**src/rtl/traffic_control_pkg.sv**
```systemverilog
// Shared types and default timing for the traffic_control intersection controller:
// state encoding, lamp bundle and the per-state lamp decode.
package traffic_control_pkg;

    typedef enum logic [2:0] {
        A_GREEN,
        A_YELLOW,
        B_GREEN,
        B_YELLOW,
        PED_GREEN,
        PED_FLASH,
        FAILURE,
        RECOVER
    } state_t;

    localparam int DEF_T_GREEN_A_MIN = 8;
    localparam int DEF_T_YELLOW      = 2;
    localparam int DEF_T_GREEN_B_MIN = 3;
    localparam int DEF_T_GREEN_B_MAX = 10;
    localparam int DEF_T_PED_GREEN   = 6;
    localparam int DEF_T_PED_FLASH   = 3;
    localparam int DEF_T_RECOVER     = 2;

    typedef struct packed {
        logic green_a;
        logic yellow_a;
        logic red_a;
        logic fy_a;
        logic green_b;
        logic yellow_b;
        logic red_b;
        logic fy_b;
        logic red_x;
        logic green_x;
        logic flash_x;
    } lamps_t;

    function automatic int max_int(input int a, input int b);
        return (a > b) ? a : b;
    endfunction

    // One lamp per road head; the crossing head goes fully dark only in FAILURE.
    function automatic lamps_t decode_lamps(input state_t s);
        lamps_t l;
        l = '0;
        case (s)
            A_GREEN: begin
                l.green_a = 1'b1;
                l.red_b   = 1'b1;
                l.red_x   = 1'b1;
            end
            A_YELLOW: begin
                l.yellow_a = 1'b1;
                l.red_b    = 1'b1;
                l.red_x    = 1'b1;
            end
            B_GREEN: begin
                l.red_a   = 1'b1;
                l.green_b = 1'b1;
                l.red_x   = 1'b1;
            end
            B_YELLOW: begin
                l.red_a    = 1'b1;
                l.yellow_b = 1'b1;
                l.red_x    = 1'b1;
            end
            PED_GREEN: begin
                l.red_a   = 1'b1;
                l.red_b   = 1'b1;
                l.green_x = 1'b1;
            end
            PED_FLASH: begin
                l.red_a   = 1'b1;
                l.red_b   = 1'b1;
                l.flash_x = 1'b1;
            end
            FAILURE: begin
                l.fy_a = 1'b1;
                l.fy_b = 1'b1;
            end
            RECOVER: begin
                l.red_a = 1'b1;
                l.red_b = 1'b1;
                l.red_x = 1'b1;
            end
        endcase
        return l;
    endfunction

endpackage

```
**src/rtl/traffic_control_timer.sv**
```systemverilog
// Saturating cycle counter for traffic_control: cleared on state entry,
// flags when the current state has lasted tc_i cycles.
module traffic_control_timer #(
    parameter int W = 8
) (
    input  logic         clk_i,
    input  logic         rst_i,
    input  logic         clr_i,
    input  logic [W-1:0] tc_i,
    output logic [W-1:0] count_o,
    output logic         done_o
);

    localparam logic [W-1:0] ONE   = W'(1);
    localparam logic [W:0]   ONE_X = (W + 1)'(1);

    logic [W-1:0] count_q, count_d;

    // Saturate so a long wait (e.g. A_GREEN with no demand) never wraps.
    always_comb begin
        count_d = count_q;
        if (clr_i) begin
            count_d = '0;
        end else if (count_q != {W{1'b1}}) begin
            count_d = count_q + ONE;
        end
    end

    always_ff @(posedge clk_i or posedge rst_i) begin
        if (rst_i) begin
            count_q <= '0;
        end else begin
            count_q <= count_d;
        end
    end

    assign count_o = count_q;
    assign done_o  = ({1'b0, count_q} + ONE_X) >= {1'b0, tc_i};

endmodule

```
**src/rtl/traffic_control.sv**
```systemverilog
// Two-road intersection controller with pedestrian crossing over road A.
// Optional emergency preemption via RadioSensor is enabled by EMERGENCY_PREEMPT_EN.
module traffic_control
    import traffic_control_pkg::*;
#(
    parameter int T_GREEN_A_MIN = DEF_T_GREEN_A_MIN,
    parameter int T_YELLOW      = DEF_T_YELLOW,
    parameter int T_GREEN_B_MIN = DEF_T_GREEN_B_MIN,
    parameter int T_GREEN_B_MAX = DEF_T_GREEN_B_MAX,
    parameter int T_PED_GREEN   = DEF_T_PED_GREEN,
    parameter int T_PED_FLASH   = DEF_T_PED_FLASH,
    parameter int T_RECOVER     = DEF_T_RECOVER
) (
    input  logic Clk,
    input  logic Rst,
    input  logic Key,
    input  logic Car,
    input  logic RadioSensor,
    input  logic FailureDetect,
    output logic GreenA,
    output logic YellowA,
    output logic RedA,
    output logic FlashingYellowA,
    output logic GreenB,
    output logic YellowB,
    output logic RedB,
    output logic FlashingYellowB,
    output logic RedCrossing,
    output logic GreenCrossing,
    output logic FlashingGreenCrossing
);

    localparam int T_MAX = max_int(max_int(max_int(T_GREEN_A_MIN, T_YELLOW),
                                           max_int(T_GREEN_B_MIN, T_GREEN_B_MAX)),
                                   max_int(max_int(T_PED_GREEN, T_PED_FLASH), T_RECOVER));
    localparam int TW = ($clog2(T_MAX + 1) > 8) ? $clog2(T_MAX + 1) : 8;

    state_t        state_q, state_d;
    logic          keyreq_q, keyreq_d;
    lamps_t        lamps_q, lamps_d;
    logic          radio;
    logic [TW-1:0] tc_sel;
    logic [TW-1:0] tmr_count;
    logic          tmr_done;
    logic          tmr_clr;
    logic          b_max_hit;

`ifdef EMERGENCY_PREEMPT_EN
    assign radio = RadioSensor;
`else
    // Preemption disabled: the input is masked to a constant 0.
    assign radio = RadioSensor & 1'b0;
`endif

    always_comb begin
        tc_sel = TW'(1);
        case (state_q)
            A_GREEN:   tc_sel = TW'(T_GREEN_A_MIN);
            A_YELLOW:  tc_sel = TW'(T_YELLOW);
            B_GREEN:   tc_sel = TW'(T_GREEN_B_MIN);
            B_YELLOW:  tc_sel = TW'(T_YELLOW);
            PED_GREEN: tc_sel = TW'(T_PED_GREEN);
            PED_FLASH: tc_sel = TW'(T_PED_FLASH);
            RECOVER:   tc_sel = TW'(T_RECOVER);
            FAILURE:   tc_sel = TW'(1);
        endcase
    end

    assign b_max_hit = tmr_count >= TW'(T_GREEN_B_MAX - 1);

    always_comb begin
        state_d = state_q;
        if (FailureDetect) begin
            state_d = FAILURE;
        end else begin
            case (state_q)
                A_GREEN: begin
                    if (radio || (tmr_done && (keyreq_q || Car))) begin
                        state_d = A_YELLOW;
                    end
                end
                A_YELLOW: begin
                    if (tmr_done) begin
                        if (radio)         state_d = B_GREEN;
                        else if (keyreq_q) state_d = PED_GREEN;
                        else               state_d = B_GREEN;
                    end
                end
                B_GREEN: begin
                    // An emergency vehicle holds road B with no upper bound.
                    if (!radio && ((tmr_done && (!Car || keyreq_q)) || b_max_hit)) begin
                        state_d = B_YELLOW;
                    end
                end
                B_YELLOW: begin
                    if (tmr_done) begin
                        if (radio)         state_d = B_GREEN;
                        else if (keyreq_q) state_d = PED_GREEN;
                        else               state_d = A_GREEN;
                    end
                end
                PED_GREEN: begin
                    if (radio || tmr_done) begin
                        state_d = PED_FLASH;
                    end
                end
                PED_FLASH: begin
                    if (tmr_done) begin
                        state_d = radio ? B_GREEN : A_GREEN;
                    end
                end
                FAILURE: begin
                    state_d = RECOVER;
                end
                RECOVER: begin
                    if (tmr_done) begin
                        state_d = A_GREEN;
                    end
                end
            endcase
        end
    end

    assign tmr_clr = (state_d != state_q);

    // A press on the very edge that enters PED_GREEN is kept for the next cycle.
    assign keyreq_d = (keyreq_q && !((state_d == PED_GREEN) && (state_q != PED_GREEN))) || Key;

    assign lamps_d = decode_lamps(state_d);

    always_ff @(posedge Clk or posedge Rst) begin
        if (Rst) begin
            state_q  <= A_GREEN;
            keyreq_q <= 1'b0;
            lamps_q  <= decode_lamps(A_GREEN);
        end else begin
            state_q  <= state_d;
            keyreq_q <= keyreq_d;
            lamps_q  <= lamps_d;
        end
    end

    traffic_control_timer #(
        .W (TW)
    ) u_timer (
        .clk_i   (Clk),
        .rst_i   (Rst),
        .clr_i   (tmr_clr),
        .tc_i    (tc_sel),
        .count_o (tmr_count),
        .done_o  (tmr_done)
    );

    assign GreenA                = lamps_q.green_a;
    assign YellowA               = lamps_q.yellow_a;
    assign RedA                  = lamps_q.red_a;
    assign FlashingYellowA       = lamps_q.fy_a;
    assign GreenB                = lamps_q.green_b;
    assign YellowB               = lamps_q.yellow_b;
    assign RedB                  = lamps_q.red_b;
    assign FlashingYellowB       = lamps_q.fy_b;
    assign RedCrossing           = lamps_q.red_x;
    assign GreenCrossing         = lamps_q.green_x;
    assign FlashingGreenCrossing = lamps_q.flash_x;

endmodule

```
**config.mk**
```make
export PLATFORM = sky130hd
export DESIGN_NAME = traffic_control
export DESIGN_NICKNAME = d
export VERILOG_FILES = /design/src/rtl/traffic_control_pkg.sv /design/src/rtl/traffic_control_timer.sv /design/src/rtl/traffic_control.sv
export SDC_FILE = /design/constraint.sdc
export NUM_CORES = 1
export LEC_CHECK = 0
export CORE_UTILIZATION = 65
export DETAILED_ROUTE_END_ITERATION = 8
export DONT_BUFFER_PORTS = 1
export PLACE_DENSITY = 0.91
export SYNTH_ARGS = -nofsm -noshare
export SYNTH_HDL_FRONTEND = slang
export SYNTH_SLANG_ARGS = --single-unit
```
**constraint.sdc**
```tcl
create_clock -name Clk -period 10.1 [get_ports Clk]
set_clock_uncertainty 0.05 [all_clocks]
set_input_delay 2.02 -clock Clk [delete_from_list [all_inputs] [get_ports Clk]]
set_output_delay 2.02 -clock Clk [all_outputs]
set_load 0.05 [all_outputs]
```
==> summary.txt <==
Route
  • Routed vias/inst: 6.46
  • Remaining DRCs: 0
  • Routed Antenna Nets: 0
  • Total Routed Length: 3.01 mm
  • Routed vias: 1175
  • Initial DRT Pass Iterations: 6
  • DR WL/cell: 16.5 µm
  • Number of DRC markers in iteration 0: 34

Worst setup path
  • Setup crit end kind: flip-flop
  • Worst Path Arrival: 4.00 ns
  • Crit-path max cell delay: 0.51 ns
  • Critical Path Fanout Max: 9
  • FF-to-FF Start: state_q[0]
  • CP most frequent cell: ha_1
  • Worst EP required: 10.23 ns
  • Reg2reg setup slack: 6.24 ns
  • Critical path type: reg -> reg
  • Worst-path cell chain: inv_1, ha_1, nand2_1, ha_1, o21ai_0, a21oi_1, or3_1, a221o_1, a211oi_4, xnor2_2, a2111oi_1
  • Cells on worst reg2reg path: 11
  • FF-to-FF End: u_timer.count_o[4]
  • Worst path slowest cell: dfrtp_1
  • Crit start category: flip-flop

Synth
  • Synth warn: 0
  • Synthesized flop and latch total: 22
  • Number of synthesized flops with an enable pin: 0
  • Seq/Total Area, Yosys: 39.9%
  • Post-synth net total: 171
  • Mapped Cells: 154
  • Post-synth ARST share: 100%
  • Post-synthesis instance area: 1390 µm²
  • Most used flip-flop cell after synthesis: dfrtp_1
  • Synth unique cells: 44
  • Avg Cell Area, Syn: 9.02 µm²

Clock tree
  • CTS hold repair buffers: 0
  • Clock Latency Late Sink: 0.30 ns
  • Root buf cell: clkbuf_4
  • Resize count post-CTS: 0
  • Setup Buffers After CTS: 0
  • Clock Sinks: 22
  • Clock buffer count from CTS: 3
  • Htree depth: 1
  • Max Root-Sink Buffers: 2
  • CTS tree: done
  • Clk slew on worst S/H paths: 0.11 ns

Floorplan
  • I/O pin count: 17
  • Initial core utilization: 70.1%
  • Core Footprint: 1980 µm²
  • DIE AREA: 2330 µm²
  • # rows: 16
  • Die height: 48.2 µm
  • Die X: 48.2 µm

Layout
  • # diodes: 0
  • Proportion of layout cells with a drive suffix above 1: 9.03%
  • Post-layout util: 72.8%
  • Area Growth Syn to Fin: 3.87%
  • Commonest non-fill, non-tap cell in the layout: dfrtp_1
  • Most frequent cells in the layout: dfrtp_1 (19), nor2_1 (14), nand2_1 (14), inv_1 (13), ha_1 (11)
  • Final net count: 173

Global route
  • Largest net degree at the start of global routing: 23
  • GRT Total Usage: 29.5%
  • Initial antenna violation count: 0
  • Vias in the first global route: 1103
  • Global-route wire length before repair: 4.62 mm
  • Gr ovfl total: 0

STA
  • Worst slew margin: 42.5%
  • RSZ-0062 raised after global routing: false
  • Final setup margin: 6.24 ns
  • Worst-Margin Slew: 0.864 ns
  • Fmax achieved: 259 MHz
  • Final hold slack: 0.497 ns
  • Fin Setup TNS: 0 ns
  • Max-slew violations: 0
  • Final setup fails: 0
  • Final Critical Period: 3.86 ns
  • Final Cycle Share: 38.2%
  • Hold Violations, Final: 0

Placed design
  • Port Buffers: 0
  • Pre-CTS setup slack: 6.28 ns
  • Final Wtd Congestion: 0.903
  • Post-DP HPWL: 2.31 mm

Hold path
  • Hold Path Class: reg -> reg
  • WHS Path Cells: 1
  • Hold path startpoint: keyreq_q
  • WHS Endpoint: keyreq_q

Flow run
  • Max-Cap Viols: 0

Status
  • Status: finished, final reports clean
-- worst max-delay path: cells and delay by family (launching register included) --
family	cells	cell delay [ns]
adder cells (fa/ha/maj)	2	0.62
buffers and inverters	1	0.15
XOR/XNOR	1	0.22
flip-flops	1	0.51
AND/OR/NAND/NOR	2	0.72
AO/OA/AOI/OAI	5	1.47
-- registers in the layout, indices dropped and copies added, names as in the netlist --
name and count:
YellowB 1, GreenB 1, FlashingYellowB 1, RedB 1, GreenCrossing 1, RedA 1
YellowA 1, state_q 3, u_timer.count_o 8, GreenA 1, RedCrossing 1, FlashingGreenCrossing 1
keyreq_q 1
-- routing by layer --
metal  up-vias  track usage (%)  share of wire (%)
met5         -                0                  0
met4         0             13.3                2.2
met3        10             6.30                5.4
met2        45             50.1                 51
met1       561             35.8                 41
li1        559                -                  -
-- worst max path at each step --
| stage | from | endpoint | slack [ns] | cells past startpoint |
|---|---|---|---|---|
| 2_1_floorplan | Car | u_timer.count_o[4] | 6.61 | 5 |
| 3_3_place_gp | state_q[0] | u_timer.count_o[4] | 6.40 | 11 |
| 3_5_place_dp | state_q[0] | u_timer.count_o[4] | 6.28 | 11 |
| 4_1_cts | state_q[0] | u_timer.count_o[4] | 6.27 | 11 |
| 5_1_grt | state_q[0] | u_timer.count_o[4] | 5.94 | 11 |
| 6_report | state_q[0] | u_timer.count_o[4] | 6.24 | 11 |
-- kinds of logic (layout without fill, tap and decap cells) --
logic type / Yosys count / in the layout / synth area share [%]
simple gates: 64 / 64 / 22.9
flops: 22 / 22 / 39.9
buf+inv: 16 / 17 / 4.68
mux: 2 / 2 / 1.53
xor+xnor: 5 / 5 / 3.69
fa+ha+maj: 11 / 11 / 9.91
compound gates: 34 / 34 / 17.4
-- cell type report --
type | instances | area (µm²)
flip-flops and latches | 22 | 554
well taps | 27 | 33.8
fillers | 145 | 539
inverters | 13 | 48.8
clock buffers | 4 | 36.3
multi-input cells | 116 | 769
-- stage by stage --
| step | instance area (µm²) | cells |
|---|---|---|
| after floorplan | 1390 | 154 |
| after global placement | 1410 | 178 |
| after detailed placement | 1410 | 178 |
| after CTS | 1440 | 182 |
| after global routing | 1440 | 182 |
| final | 1440 | 182 |
-- cell usage after synthesis (3+ instances only) --
| cell | count | share of area, % |
|---|---|---|
| a21oi_1 | 5 | 1.8 |
| nor3_1 | 9 | 3.2 |
| or2_2 | 3 | 1.4 |
| xnor2_1 | 3 | 1.9 |
| nand4_1 | 3 | 1.4 |
| o21ai_0 | 9 | 3.2 |
| dfstp_2 | 3 | 5.7 |
| nor2_1 | 14 | 3.8 |
| nand2_1 | 14 | 3.8 |
| nand3_1 | 6 | 2.2 |
| ha_1 | 11 | 9.9 |
| a31oi_1 | 4 | 1.8 |
| inv_1 | 13 | 3.5 |
| dfrtp_1 | 19 | 34 |
| nor4_1 | 4 | 1.8 |
Power is not shown: default switching activity piles up to over one toggle a cycle in this logic, so the estimate is an artifact.
